===== config.mk =====
export PLATFORM = sky130hd
export DESIGN_NAME = problem_one
export DESIGN_NICKNAME = d
export VERILOG_FILES = /design/src/rtl/problem_one_pkg.sv /design/src/rtl/problem_one_rail_checker.sv /design/src/rtl/problem_one.sv
export SDC_FILE = /design/constraint.sdc
export NUM_CORES = 1
export LEC_CHECK = 0
export CORE_AREA = 3 3 40 42
export CTS_CLUSTER_SIZE = 10
export DETAILED_ROUTE_END_ITERATION = 8
export DIE_AREA = 0 0 43 45
export GPL_ROUTABILITY_DRIVEN = 0
export GPL_TIMING_DRIVEN = 0
export PLACE_DENSITY = 0.36
export SYNTH_ARGS = -nofsm -noshare
export SYNTH_HDL_FRONTEND = slang
export SYNTH_HIERARCHICAL = 1
export SYNTH_SLANG_ARGS = --single-unit

===== constraint.sdc =====
create_clock -name clk -period 1.7 [get_ports clk]
set_clock_uncertainty 0.2 [all_clocks]
set_input_delay 0.34 -clock clk [delete_from_list [all_inputs] [get_ports clk]]
set_output_delay 0.34 -clock clk [all_outputs]
set_load 0.02 [all_outputs]

===== src/rtl/problem_one_pkg.sv =====
// problem_one_pkg: shared constants for the dual-rail prime detector
package problem_one_pkg;
  localparam logic [15:0] MINTERM_MASK = 16'h28AC;
  function automatic logic is_prime4(input logic [3:0] v);
    return MINTERM_MASK[v];
  endfunction
endpackage


===== src/rtl/problem_one_rail_checker.sv =====
// problem_one_rail_checker: flags any dual-rail pair whose rails agree
module problem_one_rail_checker
  import problem_one_pkg::*;
(
  input  logic [3:0] i_t,
  input  logic [3:0] i_f,
  output logic       o_bad
);
  assign o_bad = |(i_t ~^ i_f);
endmodule


===== src/rtl/problem_one.sv =====
// problem_one: dual-rail 4-bit prime detector with registered output and rail-error flag
module problem_one
  import problem_one_pkg::*;
#(
  parameter bit STICKY_ERR = 1'b1
) (
  input  logic clk,
  input  logic rst_n,
  input  logic a,
  input  logic b,
  input  logic c,
  input  logic d,
  input  logic an,
  input  logic bn,
  input  logic cn,
  input  logic dn,
  output logic out,
  output logic out_q,
  output logic rail_err
);
  logic w_rail_bad;
  logic r_out_q;
  logic r_rail_err;
  // complement literals come from the n-rails, never from inverting the true rails
  assign out = (an & bn & c) | (an & b & d) | (bn & c & d) | (b & cn & d);
  problem_one_rail_checker u_chk (
    .i_t  ({a, b, c, d}),
    .i_f  ({an, bn, cn, dn}),
    .o_bad(w_rail_bad)
  );
  always_ff @(posedge clk or negedge rst_n) begin
    if (!rst_n) begin
      r_out_q    <= 1'b0;
      r_rail_err <= 1'b0;
    end else begin
      r_out_q    <= out;
      r_rail_err <= STICKY_ERR ? (r_rail_err | w_rail_bad) : w_rail_bad;
    end
  end
  assign out_q    = r_out_q;
  assign rail_err = r_rail_err;
endmodule


==> impl_metrics.py, run 1 <==
metrics = {
    "worst_setup_path": {
        "cp_max_fo": 3,
        "end_kind": "primary output",
        "cp_slowest_cell": "dlygate4sd2_1",
        "critical_path_required_ps": 1160,
        "crit_chain": "dlygate4sd2_1, a211oi_2, nor3_2, buf_4",
        "crit_path_max_incr_delay_ps": 270,
        "crit_arrival_ps": 1090,
        "worstSetupPathType": "in2out",
        "cp_top_family": "buffers and inverters",
        "crit_buf_inv": 2,
        "cp-start-kind": "input port",
    },
    "synthesis": {
        "synth_compound_area_share_pct": 12.37,
        "synth_top_cell_by_area": "dfrtp_1",
        "synth-seq-cells": 2,
        "yosys-mux-area-fraction_pct": 0,
        "synthDistinctLibCells": 8,
        "yosysWarnings": 6,
        "syn_inst": 12,
        "syn_area_sq_um": 121.4,
        "seq_area_frac_synth_pct": 41.24,
        "synth.avg_cell_area_sq_um": 10.11,
        "synth_top_area_share_pct": 41.24,
        "synth_top_family_by_area": "XOR/XNOR gates",
        "synth_area_leaders": "dfrtp_1 (41%), xor2_1 (29%), a211oi_1 (6.2%)",
        "synthSimpleGateAreaFrac_pct": 17.53,
        "synth_nets": 22,
        "synthAdderAreaFrac_pct": 0,
        "synth_xor_area_share_pct": 28.87,
    },
    "floorplan": {
        "coreArea_sq_mm": 0.001285,
        "die_w_um": 43,
        "io_pins": 13,
        "row_count": 13,
        "start_util_pct": 9.445,
        "dieArea_sq_mm": 0.001935,
        "die_h_um": 45,
    },
    "finish": {
        "layout_common_cells": "dlygate4sd2_1 (7), xor2_1 (4), clkbuf_4 (3), clkdlybuf4s50_1 (3)",
        "drive_gt1_share_pct": 28.57,
        "areaGrowthSynthToFinish_pct": 140.2,
        "final_common_cell": "dlygate4sd2_1",
        "n_antenna_cell": 0,
        "fin_nets": 40,
    },
    "clocking": {
        "cts_root_buf": "clkbuf_4",
        "h-tree-depth": 1,
        "clkLatencyLatePin_ps": 220,
        "clock_sinks": 2,
        "cts_buffer_depth": 2,
        "clkTransAtPathRegs_ps": 30,
        "cts_tree": "done",
        "cts_buffers": 3,
    },
    "pwr": {
        "p_per_area_mw_per_mm2": 690.8,
        "ir_drop_uv": 97.60,
        "leakagePower_nw": 0.1354,
    },
    "sta": {
        "rsz0062_at_grt": "false",
        "tns_ps": 0,
        "setup_ws_ps": 74.61,
        "tightest_slew_ps": 226.2,
        "fmax_mhz": 615.2,
        "slew_headroom_pct": 84.90,
        "finalSetupViolations": 0,
        "hold_viol": 0,
        "period_share_pct": 95.61,
        "period_minus_slack_ps": 1625,
        "drv_slew": 0,
    },
    "global_routing": {
        "grt_pass1_wl_um": 690,
        "antenna_found_initial": 0,
        "grt-ovfl-total": 0,
        "gr-usage-all-layers_pct": 5.329,
        "grt_max_degree": 4,
        "grt_pass1_vias": 183,
    },
    "routing": {
        "drc": 0,
        "final_antenna_net_count": 0,
        "drt-initial-drc-count": 0,
        "firstDrtPassIters": 1,
        "wl_per_cell_um": 8.372,
        "vias": 156,
        "via_per_inst": 3.628,
        "routed_wl_um": 360,
    },
    "run": {
        "maxCapViolCount": 0,
    },
    "placed_design": {
        "place_ws_ps": -761.4,
        "port_buffers": 12,
        "dp_hpwl_um": 300.5,
    },
    "run_status": {
        "status": "finished, final reports clean",
    },
    "worst_hold_path": {
        "hold_class": "in2async",
    },
}
## flip-flops by register name, summed over array words and instances (netlist names)
| name | cells |
|---|---|
| out_q | 1 |
| rail_err | 1 |
## area by class of cell
type | count | area (sq um)
Multi-Input combinational cell | 10 | 81.33
Clock buffer | 3 | 22.52
Sequential cell | 2 | 50.05
Timing Repair Buffer | 13 | 118.9
Fill cell | 147 | 993.5
Tap cell | 15 | 18.77
## Yosys cell counts
master    number
a22oi_1        1
xor2_1         4
or2_2          1
nor2_1         1
nand4_1        1
dfrtp_1        2
nor3_1         1
a211oi_1       1
## path summary, 6_finish.rpt
check / start / end / slack [ps] / cells past startpoint
setup / recovery: bn / out / 70 / 4
hold / removal: rst_n / rail_err / 90 / 1
setup reg to reg: rail_err / rail_err / 760 / 1
hold reg to reg: rail_err / rail_err / 250 / 1
max in group asynchronous: rst_n / out_q / 1090 / 1
min in group clk: rail_err / rail_err / 250 / 1
## through the flow
stage               std cells  utilization [%]  hold slack [ps]  cell area, sq um  power [mW]
floorplan                  12                -           -155.6             121.4     0.06649
global placement           39            20.25            260.6             260.3      0.1013
detailed placement         39            20.25            256.6             260.3      0.1019
CTS                        43            22.49            79.79             289.0      0.2105
global route               43            22.69            89.34             291.5      0.2170
finish                     43            22.69            86.23             291.5      0.2014
## metal layers
layer | global-route usage, % | up-vias | share of wire, %
met3 | 2.789 | 0 | 20
met4 | 7.229 | 0 | 0
li1 | - | 76 | -
met5 | 0 | - | 0
met2 | 6.886 | 13 | 44
met1 | 5.301 | 67 | 36
## repair_timing
item | CTS | global route
hold buffers | 0 | 0
setup endpoints to repair | 2 | 2
buffers inserted | 1 | 0
endpoints found under the hold margin | 0 | 0
pin swaps | 2 | 1
gates resized for setup | 15 | 1
## kinds of logic after synthesis
logic type       count (synthesis)
XOR/XNOR                         4
flip-flops                       2
AO/OA/AOI/OAI                    2
AND/OR/NAND/NOR                  4
## report_power, final
group	internal, mW	total [mW]	switching [mW]	leakage (nW)
logic	0.0278	0.0489	0.0211	0.100
clock network	0.0776	0.102	0.0246	0.0138
registers	0.0499	0.0503	0.000406	0.0216
total	0.155	0.201	0.0461	0.135
Note: power is estimated with default switching activity, not from simulation.
==> run 2, diff against run 1 <==
- CAP_MARGIN: default -> 20
- SKIP_CTS_REPAIR_TIMING: default -> 1
==> impl_metrics.py, run 2 (synthesized netlist as in run 1, its figures left out) <==
metrics = {
    "clocking": {
        "cts_buffers": 3,
        "cts_root_buf": "clkbuf_4",
        "clkLatencyLatePin_ps": 220,
        "h-tree-depth": 1,
        "cts_tree": "done",
        "clkTransAtPathRegs_ps": 30,
        "clock_sinks": 2,
        "cts_buffer_depth": 2,
    },
    "routing": {
        "via_per_inst": 3.674,
        "drc": 0,
        "vias": 158,
        "routed_wl_um": 410,
        "firstDrtPassIters": 2,
        "wl_per_cell_um": 9.535,
        "final_antenna_net_count": 0,
        "drt-initial-drc-count": 2,
    },
    "worst_setup_path": {
        "cp_top_family": "buffers and inverters",
        "crit_chain": "dlymetal6s2s_1, a22oi_1, nor3_2, buf_4",
        "r2r_start": "rail_err",
        "cp_slowest_cell": "nor3_2",
        "crit_path_end": "out",
        "r2r_slack_ps": 760,
        "crit_cells": 4,
        "cp_max_fo": 3,
        "r2r-end": "rail_err",
        "r2r_cells": 1,
        "end_kind": "primary output",
        "critical_path_required_ps": 1160,
        "crit_arrival_ps": 1000,
        "crit_buf_inv": 2,
        "cp-start-kind": "input port",
        "cp-startpoint": "d",
        "worstSetupPathType": "in2out",
        "crit_path_max_incr_delay_ps": 220,
    },
    "finish": {
        "n_antenna_cell": 0,
        "drive_gt1_share_pct": 28.57,
        "areaGrowthSynthToFinish_pct": 161.9,
        "stdcell_count": 43,
        "fin_nets": 40,
        "final_common_cell": "dlymetal6s2s_1",
        "layout_common_cells": "dlymetal6s2s_1 (8), xor2_1 (4), clkbuf_4 (3), clkdlybuf4s50_1 (3)",
        "utilization_pct": 24.73,
    },
    "global_routing": {
        "grt_pass1_vias": 180,
        "use_met3_pct": 2.789,
        "use_met2_pct": 6.886,
        "grt-ovfl-total": 0,
        "grt_pass1_wl_um": 655,
        "busiest_layer": "met4",
        "gr-usage-all-layers_pct": 5.079,
        "met1_usage_pct": 4.578,
        "antenna_found_initial": 0,
        "grt_max_degree": 4,
    },
    "floorplan": {
        "coreArea_sq_mm": 0.001285,
        "dieArea_sq_mm": 0.001935,
        "io_pins": 13,
        "die_w_um": 43,
        "row_count": 13,
        "die_h_um": 45,
        "start_util_pct": 9.445,
    },
    "run": {
        "maxCapViolCount": 0,
    },
    "sta": {
        "slew_headroom_pct": 84.90,
        "drv_slew": 0,
        "tns_ps": 0,
        "period_minus_slack_ps": 1538,
        "tightest_slew_ps": 226.2,
        "finalSetupViolations": 0,
        "fmax_mhz": 650.3,
        "rsz0062_at_grt": "false",
        "period_share_pct": 90.46,
        "hold_viol": 0,
    },
    "pwr": {
        "p_per_area_mw_per_mm2": 646.8,
        "ir_drop_uv": 96.15,
        "leakagePower_nw": 0.1838,
    },
    "placed_design": {
        "port_buffers": 12,
        "post-place-cells": 39,
        "dp_hpwl_um": 300.5,
    },
    "run_status": {
        "status": "finished, final reports clean",
    },
    "worst_hold_path": {
        "hold_class": "in2async",
    },
}
run 2: changes by cell type in the layout (fill, tap and decap cells not counted):
cell | previous run | this run
dlymetal6s2s_1 | 1 | 8
dlygate4sd2_1 | 7 | 0
run 2: area by class of cell:
| type | count | area, sq um |
|---|---|---|
| Clock buffer | 3 | 22.52 |
| Fill cell | 138 | 967.2 |
| Multi-Input combinational cell | 10 | 81.33 |
| Sequential cell | 2 | 50.05 |
| Tap cell | 15 | 18.77 |
| Timing Repair Buffer | 13 | 145.1 |
run 2: worst min-delay path by stage:
stage / cells after the start / from / endpoint
CTS: 1 / rst_n / rail_err
detailed placement: 1 / rail_err / rail_err
global placement: 1 / rail_err / rail_err
floorplan: 0 / rst_n / out_q
finish: 1 / rst_n / rail_err
global route: 1 / rst_n / rail_err
run 2: where the power goes:
part	internal (mW)	leakage (nW)	switching, mW	total (mW)
registers	0.0499	0.0216	0.000404	0.0503
clock network	0.0776	0.0138	0.0246	0.102
logic	0.0311	0.148	0.0219	0.0530
total	0.159	0.184	0.0469	0.206
run 2: metal layers:
layer	vias up	part of all wire, %
met5	-	0
met4	0	0
met3	0	17
met2	13	46
met1	70	37
li1	75	-
run 2: per-stage QoR:
stage / hold WS, ps / setup slack [ps] / power [mW] / instance area [sq um]
floorplan: -155.6 / 217.7 / 0.06649 / 121.4
global placement: 260.6 / -743.8 / 0.1013 / 260.3
detailed placement: 256.6 / -761.4 / 0.1019 / 260.3
CTS: 79.79 / -760.1 / 0.2111 / 282.8
global route: 88.00 / 77.29 / 0.2216 / 317.8
finish: 85.77 / 162.2 / 0.2056 / 317.8
==> run 3, diff against run 2 <==
- clock period: 1.7 -> 1.5 ns (I/O delays scaled with it)
==> impl_metrics.py, run 3 (synthesized netlist as in run 1, its figures left out) <==
metrics = {
    "run_status": {
        "status": "finished, final reports clean",
    },
    "routing": {
        "firstDrtPassIters": 2,
        "routed_wl_um": 387,
        "wl_per_cell_um": 9.000,
        "drt-initial-drc-count": 1,
        "vias": 153,
        "drc": 0,
        "via_per_inst": 3.558,
        "final_antenna_net_count": 0,
    },
    "global_routing": {
        "antenna_found_initial": 0,
        "grt-ovfl-total": 0,
        "gr-usage-all-layers_pct": 5.079,
        "grt_pass1_wl_um": 655,
        "grt_max_degree": 4,
        "grt_pass1_vias": 180,
    },
    "pwr": {
        "leakagePower_nw": 0.1583,
        "ir_drop_uv": 109.2,
        "p_per_area_mw_per_mm2": 770.4,
        "power.total_mw": 0.2294,
    },
    "placed_design": {
        "dp_hpwl_um": 300.5,
        "place_area_sq_um": 260.3,
        "post-place-cells": 39,
        "port_buffers": 12,
        "place_ws_ps": -881.4,
    },
    "clocking": {
        "cts_root_buf": "clkbuf_4",
        "clkTransAtPathRegs_ps": 30,
        "clock_sinks": 2,
        "clkLatencyLatePin_ps": 220,
        "h-tree-depth": 1,
        "cts_buffers": 3,
        "cts_buffer_depth": 2,
        "cts_tree": "done",
    },
    "finish": {
        "fin_nets": 40,
        "final_common_cell": "dlymetal6s2s_1",
        "fin_area_sq_um": 297.8,
        "stdcell_count": 43,
        "drive_gt1_share_pct": 39.29,
        "fillers": 139,
        "layout_common_cells": "dlymetal6s2s_1 (5), xor2_1 (4), clkbuf_4 (3), clkdlybuf4s50_1 (3), clkbuf_2 (3)",
        "areaGrowthSynthToFinish_pct": 145.4,
        "n_antenna_cell": 0,
    },
    "sta": {
        "fmax_mhz": 703.7,
        "slew_headroom_pct": 84.90,
        "hold_viol": 0,
        "rsz0062_at_grt": "false",
        "tightest_slew_ps": 226.2,
        "setup_ws_ps": 78.85,
        "drv_slew": 0,
        "period_minus_slack_ps": 1421,
        "finalSetupViolations": 0,
        "period_share_pct": 94.74,
        "hold_ws_ps": 46.07,
    },
    "floorplan": {
        "start_util_pct": 9.445,
        "io_pins": 13,
        "dieArea_sq_mm": 0.001935,
        "row_count": 13,
        "die_h_um": 45,
        "die_w_um": 43,
        "coreArea_sq_mm": 0.001285,
    },
    "worst_setup_path": {
        "critical_path_required_ps": 1000,
        "cp-start-kind": "input port",
        "cp_max_fo": 3,
        "worstSetupPathType": "in2out",
        "end_kind": "primary output",
        "crit_arrival_ps": 920,
        "r2r_slack_ps": 600,
    },
    "run": {
        "maxCapViolCount": 0,
    },
    "worst_hold_path": {
        "hold_class": "in2async",
    },
}
[run 3: metal layers]
layer	GRT usage, %	vias up	part of all wire, %
met4	7.229	0	0
met2	6.886	13	42
li1	-	75	-
met1	4.578	65	38
met3	2.789	0	19
met5	0	-	0
[run 3: critical path, cell delays in order]
cell and delay (ps):
dlymetal6s2s_1 160, a211oi_2 230, nor3_2 60, buf_4 160
[run 3: metrics by stage]
step,setup TNS (ps),utilization (%)
finish,0,23.17
global route,0,23.17
CTS,-1187,22.01
detailed placement,-1144,20.25
global placement,-1098,20.25
floorplan,0,-
[run 3: report_power, final]
group / switching, mW / internal, mW
clock: 0.0277 / 0.0880
sequential: 0.000458 / 0.0566
combinational: 0.0244 / 0.0323
total: 0.0526 / 0.177
[run 3: final cells by class]
type	instances	area (sq um)	share of cell area, %
clock buffer	3	22.52	7.563
multi-input combinational	10	83.83	28.15
tap	15	18.77	6.303
sequential	2	50.05	16.81
timing repair buffer	13	122.6	41.18
[run 3: worst paths after layout]
check                               from  endpoint  cells past startpoint
worst max-delay path                  an       out                      4
worst min-delay path               rst_n  rail_err                      1
worst max register to register  rail_err  rail_err                      1
worst min register to register  rail_err  rail_err                      1
max in group asynchronous          rst_n     out_q                      1
min in group clk                rail_err  rail_err                      1
